`src/rtl/uart_rx.sv`:
```
// uart_rx: 8N1 UART receiver with a held data_ready flag, overrun and framing error pulses
module uart_rx #(
  parameter int CLKS_PER_BIT = 428,
  parameter int HALF_BIT     = CLKS_PER_BIT / 2
) (
  input  logic       clk,
  input  logic       rst,
  input  logic       Rx,
  input  logic       rd,
  output logic [7:0] data,
  output logic       valid,
  output logic       data_ready,
  output logic       overrun,
  output logic       frame_err,
  output logic       ledRx
);
  localparam int CW = $clog2(CLKS_PER_BIT);
  localparam logic [CW-1:0] BIT_END  = CW'(CLKS_PER_BIT - 1);
  localparam logic [CW-1:0] HALF_END = CW'(HALF_BIT - 1);
  typedef enum logic [2:0] {IDLE, START, DATA, STOP, BRK} state_t;
  state_t        state;
  logic [CW-1:0] clk_cnt;
  logic [2:0]    bit_cnt;
  logic [7:0]    shift;
  logic          rx_m, rx_s;
  logic          stop_smp, accept;
  assign stop_smp = state == STOP && clk_cnt == BIT_END;
  assign accept   = stop_smp && rx_s;
  assign ledRx    = state != IDLE;
  always_ff @(posedge clk or posedge rst) begin
    if (rst) begin
      state      <= IDLE;
      clk_cnt    <= '0;
      bit_cnt    <= '0;
      shift      <= '0;
      rx_m       <= 1'b1;
      rx_s       <= 1'b1;
      data       <= '0;
      valid      <= 1'b0;
      data_ready <= 1'b0;
      overrun    <= 1'b0;
      frame_err  <= 1'b0;
    end else begin
      rx_m       <= Rx;
      rx_s       <= rx_m;
      valid      <= accept;
      frame_err  <= stop_smp && !rx_s;
      // a read coinciding with a new byte consumes the old byte, so no overrun and the flag stays set
      overrun    <= accept && data_ready && !rd;
      data_ready <= accept || (data_ready && !rd);
      if (accept) data <= shift;
      case (state)
        IDLE: if (!rx_s) begin
          state   <= START;
          clk_cnt <= '0;
          bit_cnt <= '0;
        end
        START: if (clk_cnt == HALF_END) begin
          clk_cnt <= '0;
          state   <= rx_s ? IDLE : DATA;
        end else clk_cnt <= clk_cnt + CW'(1);
        DATA: if (clk_cnt == BIT_END) begin
          clk_cnt        <= '0;
          shift[bit_cnt] <= rx_s;
          bit_cnt        <= bit_cnt + 3'd1;
          if (bit_cnt == 3'd7) state <= STOP;
        end else clk_cnt <= clk_cnt + CW'(1);
        // leave at stop-bit centre so a following start edge is not missed
        STOP: if (clk_cnt == BIT_END) begin
          clk_cnt <= '0;
          state   <= rx_s ? IDLE : BRK;
        end else clk_cnt <= clk_cnt + CW'(1);
        BRK: if (rx_s) state <= IDLE;
        default: state <= IDLE;
      endcase
    end
  end
endmodule

```
`config.mk`:
```
export PLATFORM = sky130hd
export DESIGN_NAME = uart_rx
export DESIGN_NICKNAME = d
export VERILOG_FILES = /design/src/rtl/uart_rx.sv
export SDC_FILE = /design/constraint.sdc
export NUM_CORES = 1
export LEC_CHECK = 0
export BUFFER_PORTS_ARGS = -buffer_cell sky130_fd_sc_hd__buf_4
export CAP_MARGIN = 20
export CORE_MARGIN = 2
export CORE_UTILIZATION = 58
export DETAILED_ROUTE_END_ITERATION = 12
export PLACE_DENSITY = 0.85
export SLEW_MARGIN = 10
export SYNTH_ARGS = -nofsm -noshare
export SYNTH_HDL_FRONTEND = slang
export SYNTH_SLANG_ARGS = --single-unit
export TNS_END_PERCENT = 10
```
`constraint.sdc`:
```
create_clock -name clk -period 2.3 [get_ports clk]
set_input_delay 0.575 -clock clk [delete_from_list [all_inputs] [get_ports clk]]
set_output_delay 0.575 -clock clk [all_outputs]
set_load 0.01 [all_outputs]
```
# Word level (Yosys, flattened, before mapping)
# Index checks and enable logic that the tools add are counted.
# word_totals
elab_cells	66
mem_bits_ro	0
mem_bits_rw	0
input_bits	4
register_bits	37
mem_count	0
latch_bits	0
# classes
reduce_logical	19
bitwise_logic	0
n_mul	0
addsub	2
shift	0
n_mux	19
order_cmp	2
div	0
eq_ne	13
# ops
op	count
$mux 3	9
$mux 9	3
$pmux 9 s3	1
$pmux 3 s5	1
$ne 2x2->1 const B	5
$add 9x1->9 const B	1
$eq 9x8->1 const B	1
$eq 9x9->1 const B	1
$bwmux 8	1
$logic_and 1x1->1	7
$eq 3x2->1 const B	2
$eq 3x3->1 const B	2
$pmux 3 s2	1
$reduce_and 6->1	1
$reduce_bool 3->1	2
$lt 3x4->1 const B	1
$reduce_and 2->1	2
$add 3x1->3 const B	1
$demux 1 s3	1
$eq 3x1->1 const B	1
$ge 3x1->1 const B	1
$logic_not 3->1	1
$reduce_and 3->1	1
$logic_not 1->1	2
6 further kinds	6

# Logic depth before layout (Yosys ltp)
# depth
word_depth	5
ltp_mapped	6

# Worst setup path before layout
# No wires, ideal clock.
# synth_path
kind	register to register
startpoint	register clk_cnt[0]
endpoint	register data[0]
path_buffers	1
setup_time_ns	0.128
path_slack_ns	0.535
synth_period_minus_slack_ns	1.765
path_stages_with_launch	7
t_arrival_ns	1.638
path_cell_list	dfrtp_1 -> ha_1 -> nand4b_1 -> nor2_2 -> and4_1 -> buf_4 -> mux2_1
# synth_via
elab_chain_cells	3
# synth_rtl
element	line	source
start: declaration	22	logic [CW-1:0] clk_cnt;
start signal: assignment	61	end else clk_cnt <= clk_cnt + CW'(1);
start signal: assignment	67	end else clk_cnt <= clk_cnt + CW'(1);
start signal: assignment	72	end else clk_cnt <= clk_cnt + CW'(1);
$eq 9x9->1	27	assign stop_smp = state == STOP && clk_cnt == BIT_END;
$logic_and 1x1->1	27	
$logic_and 1x1->1	28	assign accept = stop_smp && rx_s;
net accept	26	logic stop_smp, accept;
end signal: assignment	51	if (accept) data <= shift;
end: declaration	10	output logic [7:0] data,
# The timed path passes the listed nets, and every way through them passes these cells.
# A chain may end at the register's enable or synchronous reset.

# Final worst setup path
# layout_path
startpoint	register clk_cnt[0]
endpoint	register data[5]
# layout_via
elab_chain_cells	3
# layout_rtl
element	line
$eq 9x9->1	27
$logic_and 1x1->1	27
$logic_and 1x1->1	28
# No other way between the ends.

==> results.yml <==
worst_setup_path:
  cp.arrival_ps: 2300
  criticalPathCategory: "reg2reg"
  r2r-end: "data[5]"
  cp-startpoint: "clk_cnt[0]"
  regToRegSetupSlack_ps: 240
  worst_path_max_delay_cell: "dfrtp_1"
  cp_max_fo: 11
  cp.required_ps: 2530
  r2r.worst_path.cells: 5
  slowest_delay_ps: 450
  crit_buf_inv: 0
  critPathTopFamily: "simple AND/OR/NAND/NOR gates"
  cp-start-kind: "register"
  cp_cell_sequence: "ha_1, nand4b_1, nor2_2, and4_2, mux2_1"
  crit_path_end_kind: "register"
  r2r_start: "clk_cnt[0]"
synthesis:
  ys_ff_latch: 37
  synth_edf_count: 0
  syn_avg_cell_area_um2: 11.28
  synth_nets: 168
  ys.flop_type: "dfrtp_1"
  synth_area_um2: 1804
  synth_cell_types: 42
  ys_warn_count: 0
  synth_top_area_share_pct: 48.54
  synth.yosys.seq_area_share_pct: 51.46
  async_reset_ff_share_pct: 100.0
  yosys.area.top_type: "dfrtp_1"
  syn_inst: 160
  synth_area_leaders: "dfrtp_1 49%, mux2_1 10%, nand2_1 3.1%, dfstp_2 2.9%, ha_1 2.8%"
floorplanning:
  initial_core_util_pct: 60.08
  std_cell_rows: 20
  die_x_um: 59.78
  pin_count: 17
  dieArea_um2: 3573
  core_area_um2: 3003
  die_h_um: 59.78
timing:
  whs_ps: 315.5
  min_period_over_period_pct: 89.72
  finalHoldViolations: 0
  setup_slack_ps: 236.3
  maxSlewHeadroom_pct: 65.57
  max_freq_mhz: 484.6
  fin_crit_ps: 2064
  tightest_slew_ps: 512.4
  setup_viol: 0
  rsz0062_at_grt: "false"
  fin_skew_ps: 9.347
  fin_tns_setup_ps: 0
  maxSlewViolCount: 0
routing:
  drtPass1Iterations: 4
  avgRoutedWirePerCell_um: 16.74
  drc: 0
  routed_wl_um: 3565
  antenna_left: 0
  drt-initial-drc-count: 59
  drt-vias-per-instance: 6.366
  vias: 1356
layout:
  drive_gt1_share_pct: 20.00
  fillers: 235
  mostFrequentLayoutCells: "35 x dfrtp_1, 18 x buf_4, 16 x mux2_1, 15 x nand2_1, 7 x nor3_1"
  final_core_util_pct: 67.79
  area_delta_synth_final_pct: 12.83
  nNetsFinal: 187
  final_common_cell: "dfrtp_1"
  insertedDiodeCount: 0
clock_tree:
  clockRootBuffer: "clkbuf_4"
  cts_tree: "built"
  insertion_delay_ps: 350
  clock_sinks: 37
  clock_path_buffers: 2
  cts_hold_buf: 0
  numCtsBuffers: 5
  htree_levels: 2
  cts.clk_slew.worst_paths_ps: 110
place:
  io_buffers: 16
  post-dp-hpwl_um: 2592
  gp_congestion: 0.8259
  pre_cts_slack_ps: 180.5
global_route:
  grt_overflow: 0
  antenna_found_initial: 0
  grt_pass1_wl_um: 6147
  grt_pass1_vias: 1293
  grt_max_degree: 38
  grt_usage_pct: 23.38
pwr:
  peakVddDrop_mv: 0.5025
  p_leak_nw: 0.9838
  p_per_area_nw_per_um2: 552.4
status:
  status: "complete, no violations"
min_path:
  min_path_type: "in2async"
job:
  maxCapViolations: 0
[final cells by class]
type	count	area, µm²	share of cell area, %
inverter	5	18.77	0.9219
sequential	37	928.4	45.61
timing repair buffer	18	135.1	6.638
multi-input combinational	112	832.0	40.87
clock buffer	6	41.29	2.028
tap	33	41.29	2.028
clock inverter	2	38.79	1.905
[registers in the layout, indices dropped and copies added, names as in the netlist]
register / count
valid: 1
frame_err: 1
shift: 8
overrun: 1
rx_s: 1
data_ready: 1
rx_m: 1
bit_cnt: 3
clk_cnt: 9
state: 3
data: 8
[report_power, final]
part	total, W	switching (W)	internal (W)
clock	0.000449	0.000217	0.000231
combinational	0.0000184	0.0000132	0.00000521
sequential	0.000657	0.00000392	0.000654
total	0.00112	0.000235	0.000890
[metrics by stage]
step           instances  area, µm²  total power (W)
6_report             213       2036         0.001125
5_1_grt              213       2036         0.001166
4_1_cts              213       2034         0.001136
3_5_place_dp         205       1954        0.0006895
3_3_place_gp         205       1954        0.0006888
2_1_floorplan        160       1804        0.0006805
[timing repair]
action                                  4_1_cts  5_1_grt
endpoints found under the setup margin        0        1
resized for setup                             0        1
endpoints found under the hold margin         0        0
setup buffers                                 0        0
[Yosys cell counts (2+ instances only)]
library cell	n
nand4_1	2
nor2_2	2
o211ai_1	3
dfstp_2	2
nand2_1	15
and3_1	3
nand3_1	5
inv_1	4
and4_1	2
o22ai_1	2
a21o_1	2
nand3b_1	2
nor2_1	4
o21ai_1	4
a22o_1	5
nor3_1	7
dfrtp_1	35
o21ai_0	6
mux2_1	16
a21oi_1	5
nand4b_1	3
clkbuf_1	5
xnor2_1	2
ha_1	4
nor2b_1	3
[per-layer routing]
metal	global-route usage, %	wire (µm)	vias to the layer above	share of wire, %
li1	-	-	633	-
met1	30.63	1495	663	42
met2	36.02	1794	49	50
met3	4.978	184	11	5.2
met4	13.02	90	0	2.5
met5	0	0	-	0
[worst max path at each step]
stage                          to  slack (ps)  cells past startpoint
after CTS                 data[5]         170                      5
final                     data[5]         240                      5
after detailed placement  data[5]         180                      5
after global placement    data[6]         320                      5
after global routing      data[5]         100                      5
after floorplan           data[0]         530                      6
[cells by family after synthesis]
family	after synthesis	synth area share, %
buffers and inverters	11	2.496
and+or+nand+nor	57	18.93
muxes	17	10.61
xor gates and xnor gates	2	0.9711
AOI/OAI and AO/OA	32	12.76
DFF	37	51.46
adders and majority gates	4	2.774
[tightest hold or removal path, stage by stage]
cell	delay [ps]
buf_4	100
inv_1	40
buf_4	390
No activity file was read; power rests on OpenSTA's default activity.
